## config.mk

```make
export PLATFORM = sky130hd
export DESIGN_NAME = cache_fill_ctrl
export DESIGN_NICKNAME = d
export VERILOG_FILES = /design/src/rtl/cache_fill_ctrl_pkg.sv /design/src/rtl/fixed_prio_arb.sv /design/src/rtl/cache_fill_ctrl.sv
export SDC_FILE = /design/constraint.sdc
export NUM_CORES = 1
export LEC_CHECK = 0
export BUFFER_PORTS_ARGS = -buffer_cell sky130_fd_sc_hd__buf_2
export CORE_MARGIN = 4
export CORE_UTILIZATION = 40
export DETAILED_ROUTE_END_ITERATION = 10
export PLACE_DENSITY_LB_ADDON = 0.1
export SLEW_MARGIN = 20
export SYNTH_ARGS = -nofsm -noshare
export SYNTH_HDL_FRONTEND = slang
export SYNTH_HIERARCHICAL = 1
export SYNTH_SLANG_ARGS = --single-unit
```

## constraint.sdc

```tcl
create_clock -name clk -period 2.1 [get_ports clk]
set_input_delay 0.42 -clock clk [delete_from_list [all_inputs] [get_ports clk]]
set_output_delay 0.42 -clock clk [all_outputs]
set_load 0.1 [all_outputs]
```

## src/rtl/cache_fill_ctrl_pkg.sv

```systemverilog
// Shared types and sizing helpers for the cache miss-fill controller.
// Sizes depend on per-instance parameters, so they are exposed as constant functions.
package cache_fill_ctrl_pkg;

    typedef enum logic [1:0] {
        StIdle = 2'd0,
        StReq  = 2'd1,
        StWait = 2'd2,
        StDone = 2'd3
    } fill_state_e;

    // OFFSET_W: word-index width within a line.
    function automatic int unsigned calc_offset_w(input int unsigned words_per_line);
        return (words_per_line > 1) ? $clog2(words_per_line) : 1;
    endfunction

    // LINE_BYTES: bytes covered by one cache line.
    function automatic int unsigned calc_line_bytes(input int unsigned words_per_line,
                                                    input int unsigned data_w);
        return words_per_line * (data_w / 8);
    endfunction

    function automatic int unsigned calc_idx_w(input int unsigned num_ch);
        return (num_ch > 1) ? $clog2(num_ch) : 1;
    endfunction

endpackage

```

## src/rtl/fixed_prio_arb.sv

```systemverilog
// Fixed-priority arbiter: the lowest-index requester wins.
// Produces both a one-hot grant and the encoded winner index.
module fixed_prio_arb
    import cache_fill_ctrl_pkg::*;
#(
    parameter int unsigned NUM_CH = 2
) (
    input  logic [NUM_CH-1:0]                 req_i,
    output logic [NUM_CH-1:0]                 gnt_o,
    output logic [calc_idx_w(NUM_CH)-1:0]     idx_o
);

    localparam int unsigned IDX_W = calc_idx_w(NUM_CH);

    // Scan from the top down so the lowest set index is the last write.
    always_comb begin
        gnt_o = '0;
        idx_o = '0;
        for (int i = NUM_CH - 1; i >= 0; i--) begin
            if (req_i[i]) begin
                gnt_o    = '0;
                gnt_o[i] = 1'b1;
                idx_o    = IDX_W'(i);
            end
        end
    end

endmodule

```

## src/rtl/cache_fill_ctrl.sv

```systemverilog
// Cache miss-fill controller: arbitrates cache misses, issues one pipelined burst of
// word reads per line and streams the returned words into the owning cache.
module cache_fill_ctrl
    import cache_fill_ctrl_pkg::*;
#(
    parameter int unsigned ADDR_W         = 16,
    parameter int unsigned DATA_W         = 16,
    parameter int unsigned WORDS_PER_LINE = 8,
    parameter int unsigned NUM_CH         = 2
) (
    input  logic                              clk,
    input  logic                              rst_n,
    input  logic [NUM_CH-1:0]                 miss_i,
    input  logic [NUM_CH*ADDR_W-1:0]          miss_addr_i,
    input  logic [DATA_W-1:0]                 mem_data_i,
    input  logic                              mem_valid_i,
    output logic                              mem_en_o,
    output logic [ADDR_W-1:0]                 mem_addr_o,
    output logic [DATA_W-1:0]                 fill_data_o,
    output logic [$clog2(WORDS_PER_LINE)-1:0] fill_offset_o,
    output logic [NUM_CH-1:0]                 fill_we_o,
    output logic [NUM_CH-1:0]                 fill_done_o,
    output logic [ADDR_W-1:0]                 line_addr_o,
    output logic                              busy_o,
    output logic [NUM_CH-1:0]                 stall_o
);

    localparam int unsigned OFFSET_W   = calc_offset_w(WORDS_PER_LINE);
    localparam int unsigned LINE_BYTES = calc_line_bytes(WORDS_PER_LINE, DATA_W);
    localparam int unsigned WORD_BYTES = DATA_W / 8;
    localparam int unsigned CH_W       = calc_idx_w(NUM_CH);

    localparam logic [OFFSET_W-1:0] LAST_WORD = OFFSET_W'(WORDS_PER_LINE - 1);
    localparam logic [ADDR_W-1:0]   LINE_MASK = ~(ADDR_W'(LINE_BYTES - 1));

    fill_state_e         state_q, state_d;
    logic [CH_W-1:0]     owner_q, owner_d;
    logic [ADDR_W-1:0]   base_q, base_d;
    logic [OFFSET_W-1:0] req_cnt_q, req_cnt_d;
    logic [OFFSET_W-1:0] rsp_cnt_q, rsp_cnt_d;
    logic [NUM_CH-1:0]   fill_done_q, fill_done_d;

    logic [NUM_CH-1:0]   arb_gnt;
    logic [CH_W-1:0]     arb_idx;
    logic                arb_any;
    logic [ADDR_W-1:0]   sel_addr;
    logic [NUM_CH-1:0]   owner_oh;
    logic                req_phase;
    logic                rsp_fire;

    fixed_prio_arb #(
        .NUM_CH (NUM_CH)
    ) u_arb (
        .req_i (miss_i),
        .gnt_o (arb_gnt),
        .idx_o (arb_idx)
    );

    assign arb_any = |arb_gnt;

    always_comb begin
        sel_addr = '0;
        for (int c = 0; c < NUM_CH; c++) begin
            if (arb_gnt[c]) begin
                sel_addr = miss_addr_i[c*ADDR_W +: ADDR_W];
            end
        end
    end

    always_comb begin
        owner_oh = '0;
        for (int c = 0; c < NUM_CH; c++) begin
            owner_oh[c] = (owner_q == CH_W'(c));
        end
    end

    assign req_phase = (state_q == StReq);
    // Responses only count while a fill is collecting data; strays elsewhere are dropped.
    assign rsp_fire  = mem_valid_i && ((state_q == StReq) || (state_q == StWait));

    always_comb begin
        state_d     = state_q;
        owner_d     = owner_q;
        base_d      = base_q;
        req_cnt_d   = req_cnt_q;
        rsp_cnt_d   = rsp_cnt_q;
        fill_done_d = '0;

        case (state_q)
            StIdle: begin
                if (arb_any) begin
                    state_d   = StReq;
                    owner_d   = arb_idx;
                    base_d    = sel_addr & LINE_MASK;
                    req_cnt_d = '0;
                    rsp_cnt_d = '0;
                end
            end
            StReq: begin
                req_cnt_d = req_cnt_q + OFFSET_W'(1);
                if (req_cnt_q == LAST_WORD) begin
                    state_d = StWait;
                end
            end
            StWait: begin
                state_d = StWait;
            end
            StDone: begin
                state_d = StIdle;
            end
            default: begin
                state_d = StIdle;
            end
        endcase

        // The final response closes the line from either REQ or WAIT.
        if (rsp_fire) begin
            rsp_cnt_d = rsp_cnt_q + OFFSET_W'(1);
            if (rsp_cnt_q == LAST_WORD) begin
                state_d     = StDone;
                fill_done_d = owner_oh;
            end
        end
    end

    always_ff @(posedge clk or negedge rst_n) begin
        if (!rst_n) begin
            state_q     <= StIdle;
            owner_q     <= '0;
            base_q      <= '0;
            req_cnt_q   <= '0;
            rsp_cnt_q   <= '0;
            fill_done_q <= '0;
        end else begin
            state_q     <= state_d;
            owner_q     <= owner_d;
            base_q      <= base_d;
            req_cnt_q   <= req_cnt_d;
            rsp_cnt_q   <= rsp_cnt_d;
            fill_done_q <= fill_done_d;
        end
    end

    always_comb begin
        mem_en_o      = req_phase;
        mem_addr_o    = req_phase ? (base_q + ADDR_W'(req_cnt_q) * ADDR_W'(WORD_BYTES)) : '0;
        fill_data_o   = rsp_fire ? mem_data_i : '0;
        fill_offset_o = rsp_fire ? rsp_cnt_q : '0;
        fill_we_o     = rsp_fire ? owner_oh : '0;
        fill_done_o   = fill_done_q;
        line_addr_o   = (state_q == StDone) ? base_q : '0;
        busy_o        = (state_q != StIdle);
        stall_o       = miss_i & ~fill_done_q;
    end

endmodule

```

# After elaboration in Yosys (flattened, before gate mapping)
# Index checks and enable logic that the tools add are counted.
# Widths: inputs -> output; s select.
# totals
regBits,23
inputBits,53
out_inout_bits,59
elab_cells,51
# classes
n_addsub,3
n_eq_ne,6
muxes,22
bitwise_logic,3
reduce_logical,11
# op_table
cell,n
$mux 16,5
$mux 2,9
$add 16x4->16,1
$mux 3,4
$pmux 2 s4,1
$reduce_bool 2->1,4
$add 3x1->3 const B,2
$eq 3x3->1 const B,2
$pmux 3 s2,1
$reduce_and 2->1,3
$eq 2x2->1 const B,2
$and 2x2->2,1
$eq 2x1->1 const B,1
$logic_not 2->1,1
$mux 1,2
$ne 2x2->1 const B,1
$not 2->2,1
$reduce_or 2->1,1
$logic_and 1x1->1,1
$logic_or 1x1->1,1
$not 1->1,1

# Longest topological paths before layout
# Gate-level depths: netlist (run 1).
# depth
ltp_word,7
depth_mapped,7
depth_no_buf,5

# Cells and area by module
# The synthesis (run 1) kept the hierarchy.
# modules_own_cells
mod,instances,cells_each,area_each_um2,seq_area_each_um2
cache_fill_ctrl,1,168,1486.4,575.6
fixed_prio_arb,1,3,28.8,0.0

# Least setup slack after synthesis (run 1)
# Ideal clock, no wire load.
# synth_timing
path_kind,reg2out
startpoint,register state_q[1]
endpoint,output port mem_addr_o[4]
arrival_ns,2.396
required_time_ns,1.680
path_slack_ns,-0.716
stages_incl_launch_ff,5
path_buffers,1
path_cell_list,dfrtp_1 > inv_1 > ha_1 > clkbuf_1 > and2_1
# synth_via
elab_chain_len,2
# synth_rtl
element,line,source
from (decl),cache_fill_ctrl.sv:36,"fill_state_e state_q, state_d;"
from (signal assigned),cache_fill_ctrl.sv:128,state_q <= StIdle;
from (signal assigned),cache_fill_ctrl.sv:135,state_q <= state_d;
$eq 2x1->1,cache_fill_ctrl.sv:77,assign req_phase = (state_q == StReq);
net mem_en_o,cache_fill_ctrl.sv:17,"output logic mem_en_o,"
$mux 16,cache_fill_ctrl.sv:146,mem_addr_o = req_phase ? (base_q + ADDR_W'(req_cnt_q) * ADDR_W'(WORD_BYTES)) : '0;
to (decl),cache_fill_ctrl.sv:18,"output logic [ADDR_W-1:0] mem_addr_o,"
# The timed path passes the listed nets, and every way through them passes these cells.

# Worst setup path in the final report (run 1)
# layout_timing
startpoint,register state_q[1]
endpoint,output port mem_addr_o[15]
# layout_via
elab_chain_len,2
# layout_rtl
element,line
$eq 2x1->1,cache_fill_ctrl.sv:77
$mux 16,cache_fill_ctrl.sv:146
# Every way passes these cells.

==> impl_table.tex, run 1 <==
\begin{tabular}{lr}
\hline
Metric & Value \\
\hline
\multicolumn{2}{l}{\textbf{Run status}} \\
\quad Status & finished, final reports clean \\
\multicolumn{2}{l}{\textbf{Timing}} \\
\quad Period Utilization, post-route & 0.9576 \\
\quad Slew @ Worst Pin & a little over 0.5 ns \\
\quad Setup repair after global routing missed its margin & true \\
\quad Final-report max-slew violation count & 0 \\
\quad Remaining max-slew budget at the tightest pin & 0.6549 \\
\quad Min cycle time layout & about 2.0 ns \\
\quad Accumulated negative setup slack & 0 ns \\
\quad Number of failing hold endpoints at the final stage & 0 \\
\quad Number of endpoints failing setup at the final stage & 0 \\
\quad Highest attainable clock frequency & 0.4973 GHz \\
\quad Fin Clk Skew & 0.003148 ns \\
\multicolumn{2}{l}{\textbf{Routing}} \\
\quad Routed vias & 1511 \\
\quad Antenna-violating nets left & 0 \\
\quad Routed WL & 4439 µm \\
\quad DRC marker count from the first detailed-route iteration & 79 \\
\quad Detailed-router iteration count before antenna repair & 4 \\
\quad Per-cell via count in the routed design & 4.827 \\
\quad Number of DRC violations after detailed routing & 0 \\
\quad Average detailed-routed wire length per instance & 14.18 µm \\
\multicolumn{2}{l}{\textbf{Die}} \\
\quad Full die area & 4837 µm² \\
\quad Core ar. & 3661 µm² \\
\quad Starting density of the core & 0.4139 \\
\quad Num rows & 22 \\
\quad Die extent in x & 69.55 µm \\
\quad Height of the die & 69.55 µm \\
\quad Count of pins on the block boundary & about 110 \\
\multicolumn{2}{l}{\textbf{Setup path}} \\
\quad Launching point of the worst reg2reg path & state\_q[1] \\
\quad Required time of the worst setup path & 1.68 ns \\
\quad Kind of start point of the critical path & flop \\
\quad Class of the most critical setup path & reg -> out \\
\quad Worst Path Arrival & approximately 1.6 ns \\
\quad Crit Path Max Fanout & 23 \\
\quad Critical path launch point & state\_q[1] \\
\quad Kind of end point of the critical path & output pin \\
\multicolumn{2}{l}{\textbf{Clocking}} \\
\quad Clock-pin slew on the worst setup and hold paths & approximately 0.080 ns \\
\quad Clock sink count & 23 \\
\quad Number of H-tree levels & 1 \\
\quad Clock Latency Late Sink & 0.26 ns \\
\quad Clock tree from TritonCTS & built \\
\quad Clock buffer count from CTS & 3 \\
\quad Clk root buf & clkbuf\_8 \\
\quad Maximum count of clock buffers along a single path & 2 \\
\multicolumn{2}{l}{\textbf{Logic synthesis}} \\
\quad Gate count after technology mapping & 171 \\
\quad Synthesized area per cell & 8.861 µm² \\
\quad Synthesized flop and latch total & 23 \\
\quad Seq/Total Area, Yosys & 0.3799 \\
\quad Syn Std Cell Area & 1515 µm² \\
\quad Synth warn & 6 \\
\quad Count of distinct cell types in the synthesized netlist & 26 \\
\multicolumn{2}{l}{\textbf{Place}} \\
\quad Number of I/O port buffers & 98 \\
\quad Cell count after placement & about 300 \\
\quad HPWL after detailed placement & 3508 µm \\
\quad Global placer's final weighted congestion & 0.7439 \\
\multicolumn{2}{l}{\textbf{GRT}} \\
\quad Number of antenna violations at the first check in global routing & 0 \\
\quad Global-route wire length before repair & about 7300 µm \\
\quad Number of global-route vias before repair & about 1.5k \\
\quad Global route total overflow & 0 \\
\quad Maximum number of pins on one net before global-route repair & 24 \\
\quad Total global-route track usage & 0.1829 \\
\multicolumn{2}{l}{\textbf{Layout}} \\
\quad Filler Cell Count & 247 \\
\quad Final net count & 327 \\
\quad Total inserted antenna cells & 0 \\
\quad Final standard cell utilization of the core & 0.7673 \\
\quad Ratio of cells with drive above 1 in the final layout & 0.5774 \\
\quad Area taken by flip-flops and latches & $\sim$580 µm² \\
\quad Layout Area Growth over Synthesis & 85.38\% \\
\quad Final instance count without filler cells & 313 \\
\quad Multi-input combinational cell area & 924.6 µm² \\
\multicolumn{2}{l}{\textbf{Worst hold path}} \\
\quad Classification of the worst-slack hold path & in -> async \\
\multicolumn{2}{l}{\textbf{Flow run}} \\
\quad Max\_cap viols & 0 \\
\hline
\end{tabular}
state kept, by name (all words and copies together) (netlist names):
name	flops
owner_q	1
rsp_cnt_q	3
fill_done_o	2
state_q	2
req_cnt_q	3
base_q	12
worst max-delay path, cell delays in order (launching register included):
cell	delay, ns
dfrtp_1	0.39
inv_1	0.15
ha_4	0.29
and2_2	0.18
clkbuf_4	0.32
cells in the mapped netlist (all sizes together):
library cell | number | area share
a21boi | 1 | 0.0074
a21oi | 2 | 0.0066
a22o | 1 | 0.0058
a22oi | 11 | 0.055
a31oi | 1 | 0.0041
a32o | 2 | 0.013
and2 | 29 | 0.12
and3 | 22 | 0.091
buf | 12 | 0.054
clkbuf | 7 | 0.017
conb | 1 | 0.0025
dfrtp | 23 | 0.38
ha | 8 | 0.066
inv | 3 | 0.0074
mux2 | 1 | 0.0074
nand2 | 18 | 0.045
nand3 | 4 | 0.013
nor2 | 1 | 0.0025
nor2b | 7 | 0.036
o211ai | 2 | 0.0099
o21ai | 15 | 0.057
placed cells by master (no fill, tap or decap), drive strengths merged:
cell type and count:
clkbuf 4, a22oi 11, a32o 2, inv 3, a22o 1, mux2 1
o21ai 15, ha 8, buf 104, a21boi 1, dfrtp 23, a31oi 1
o211ai 2, nor2 1, nand3 4, conb 5, a21oi 2, and3 22
nand2 18, and2 29, clkinv 1, nor2b 7
repair_timing:
action,in CTS,in global routing
setup buffers,2,0
setup endpoints to repair,25,25
resized for setup,1,14
pin swaps,0,0
hold buffers,0,0
final timing paths:
check,endpoint,slack [ns],cells past startpoint
min,base_q[14],0.12,1
max reg2reg,req_cnt_q[0],0.62,6
max in group asynchronous,state_q[0],1.63,1
max,mem_addr_o[15],0.09,4
min in group clk,base_q[10],0.44,3
min reg2reg,base_q[4],0.50,2
area by class of cell:
cell class,instances,area share
clock buffer,3,0.01470
clock inverter,1,0.001782
inverter,3,0.004009
multi-input combinational,130,0.3292
sequential,23,0.2049
tap,48,0.02138
timing repair buffer,105,0.4241
stage by stage:
stage	area [µm²]	worst slack, ns	hold WS [ns]
global route	2809	-0.02419	0.1667
detailed placement	2718	0.2109	0.4255
CTS	2781	0.04027	0.1373
floorplan	1608	-0.2155	0.1244
finish	2809	0.08908	0.1234
global placement	2718	0.2526	0.4245
routing by layer:
metal  up-vias  routed length, µm  GRT usage
li1        766                  -          -
met1       696               1779     0.2251
met2        45               2372     0.3273
met3         4                252    0.04058
met4         0                 34    0.03471
met5         -                  0          0
cells by family (layout without fill, tap and decap cells):
kind of cell / count (synthesis) / count (layout) / share of synthesized area
AO/OA/AOI/OAI: 35 / 35 / 0.1585
other: 1 / 5 / 0.002475
multiplexers: 1 / 1 / 0.007431
adder cells (fa/ha/maj): 8 / 8 / 0.06606
flip-flops: 23 / 23 / 0.3799
AND/OR/NAND/NOR: 81 / 81 / 0.3063
buffers and inverters: 22 / 112 / 0.07927
Power of run 1 is left out: the tool's default activity adds up to more than one toggle a clock period on the data nets, which glitch-free logic cannot reach.
==> run 2, diff against run 1 <==
ABC_AREA = 0   (was not set)
CELL_PAD_IN_SITES_DETAIL_PLACEMENT = 2   (was not set)
CELL_PAD_IN_SITES_GLOBAL_PLACEMENT = 2   (was not set)
CORE_UTILIZATION = 22   (was 40)
==> impl_table.tex, run 2 (synthesis gave the netlist of run 1 again) <==
\begin{tabular}{lr}
\hline
Metric & Value \\
\hline
\multicolumn{2}{l}{\textbf{Clocking}} \\
\quad Clk root buf & clkbuf\_8 \\
\quad Clock Latency Late Sink & 0.27 ns \\
\quad Clock buffer count from CTS & 3 \\
\quad Number of H-tree levels & 1 \\
\quad Clock-pin slew on the worst setup and hold paths & 0.09 ns \\
\quad Maximum count of clock buffers along a single path & 2 \\
\quad Clock sink count & 23 \\
\quad Clock tree from TritonCTS & built \\
\multicolumn{2}{l}{\textbf{Routing}} \\
\quad Number of DRC violations after detailed routing & 0 \\
\quad Per-cell via count in the routed design & 4.637 \\
\quad Average detailed-routed wire length per instance & 16.82 µm \\
\quad DRC marker count from the first detailed-route iteration & 16 \\
\quad Antenna-violating nets left & 0 \\
\quad Detailed-router iteration count before antenna repair & 4 \\
\quad Routed vias & around 1.6k \\
\quad Routed WL & 5754 µm \\
\multicolumn{2}{l}{\textbf{GRT}} \\
\quad Maximum number of pins on one net before global-route repair & 24 \\
\quad Number of global-route vias before repair & $\sim$1.8k \\
\quad Total global-route track usage & 0.1410 \\
\quad Global-route wire length before repair & 9349 µm \\
\quad Number of antenna violations at the first check in global routing & 0 \\
\quad Global route total overflow & 0 \\
\multicolumn{2}{l}{\textbf{Timing}} \\
\quad Slew @ Worst Pin & 0.5599 ns \\
\quad Number of failing hold endpoints at the final stage & 0 \\
\quad Final-report max-slew violation count & 0 \\
\quad Hold slack & approximately 0.13 ns \\
\quad Number of endpoints failing setup at the final stage & 0 \\
\quad Setup WS post-layout & 0.07587 ns \\
\quad Highest attainable clock frequency & slightly below 0.5 GHz \\
\quad Period Utilization, post-route & 0.9639 \\
\quad Remaining max-slew budget at the tightest pin & 0.6267 \\
\quad Min cycle time layout & 2.024 ns \\
\quad Fin Clk Skew & 0.005163 ns \\
\multicolumn{2}{l}{\textbf{Layout}} \\
\quad Leading cell types in the layout, fill and taps excluded & buf\_2, buf\_12, dfrtp\_1 \\
\quad Layout Area Growth over Synthesis & 93.81\% \\
\quad Max reg flops & 12 \\
\quad Ratio of cells with drive above 1 in the final layout & 0.5849 \\
\quad Reg with most FFs & base\_q \\
\quad Final instance count without filler cells & 342 \\
\quad Total inserted antenna cells & 0 \\
\quad Biggest registers after layout & base\_q: 12 flops, req\_cnt\_q: 3 flops, rsp\_cnt\_q: 3 flops \\
\quad Final net count & 327 \\
\multicolumn{2}{l}{\textbf{Setup path}} \\
\quad Worst path max stage delay & 0.43 ns \\
\quad Crit Path Max Fanout & 11 \\
\quad Required time of the worst setup path & 1.68 ns \\
\quad Worst Path Arrival & 1.60 ns \\
\quad Cell with the largest stage delay on the worst path & dfrtp\_1 \\
\quad Critical path buffer and inverter count & 3 \\
\quad Kind of end point of the critical path & output pin \\
\quad Class of the most critical setup path & reg -> out \\
\quad Kind of start point of the critical path & flop \\
\quad Worst path cell trace & inv\_2, ha\_4, buf\_4, and3\_2, buf\_12 \\
\quad Largest delay share family, worst path & flip-flops \\
\multicolumn{2}{l}{\textbf{Place}} \\
\quad HPWL after detailed placement & 4631 µm \\
\quad Cell count after placement & 336 \\
\quad Post-place setup slack & 0.2861 ns \\
\quad Number of I/O port buffers & 98 \\
\quad Global placer's final weighted congestion & 0.6838 \\
\multicolumn{2}{l}{\textbf{Die}} \\
\quad Starting density of the core & 0.2320 \\
\quad Count of pins on the block boundary & 112 \\
\quad Core ar. & 6531 µm² \\
\quad Height of the die & 90.99 µm \\
\quad Num rows & 29 \\
\quad Die extent in x & approximately 90 µm \\
\quad Full die area & 8279 µm² \\
\multicolumn{2}{l}{\textbf{Flow run}} \\
\quad Max\_cap viols & 0 \\
\multicolumn{2}{l}{\textbf{Run status}} \\
\quad Status & finished, final reports clean \\
\multicolumn{2}{l}{\textbf{Worst hold path}} \\
\quad Classification of the worst-slack hold path & in -> async \\
\hline
\end{tabular}
[run 2: area by class of cell]
cell class / instances / area (µm²)
Fill cell: 690 / 3595
Timing Repair Buffer: 105 / 1279
Multi-Input combinational cell: 130 / 929.6
Inverter: 3 / 11.26
Clock buffer: 4 / 45.04
Sequential cell: 23 / 575.6
Tap cell: 77 / 96.34
[run 2: worst paths after layout]
check	start	end	slack, ns	depth (start not counted)
max	state_q[1]	fill_data_o[12]	0.08	5
min	rst_n	base_q[8]	0.13	1
max reg2reg	state_q[1]	req_cnt_q[0]	0.59	6
min reg2reg	base_q[12]	base_q[12]	0.49	2
max in group asynchronous	rst_n	rsp_cnt_q[1]	1.60	1
min in group clk	miss_addr_i[10]	base_q[10]	0.44	3
[run 2: metal layers]
layer / global-route usage / routed length [µm]
met4: 0.02261 / 36
met3: 0.03967 / 374
met5: 0 / 0
met2: 0.2741 / 3162
met1: 0.1528 / 2181
[run 2: stage by stage]
| step | instance area (µm²) | TNS (ns) | util |
|---|---|---|---|
| finish | 2937 | 0 | 0.4496 |
| global route | 2937 | -0.001592 | 0.4496 |
| CTS | 2924 | 0 | 0.4477 |
| detailed placement | 2859 | 0 | 0.4377 |
| global placement | 2859 | 0 | 0.4377 |
| floorplan | 1608 | -0.2155 | - |
[run 2: repair_timing]
item	4_1_cts	5_1_grt
cloned	0	0
resized for setup	1	3
hold buffers	0	0
buffers inserted	1	1
pin swaps	0	1
setup endpoints to repair	20	24
Power of run 2 is left out for the same reason.
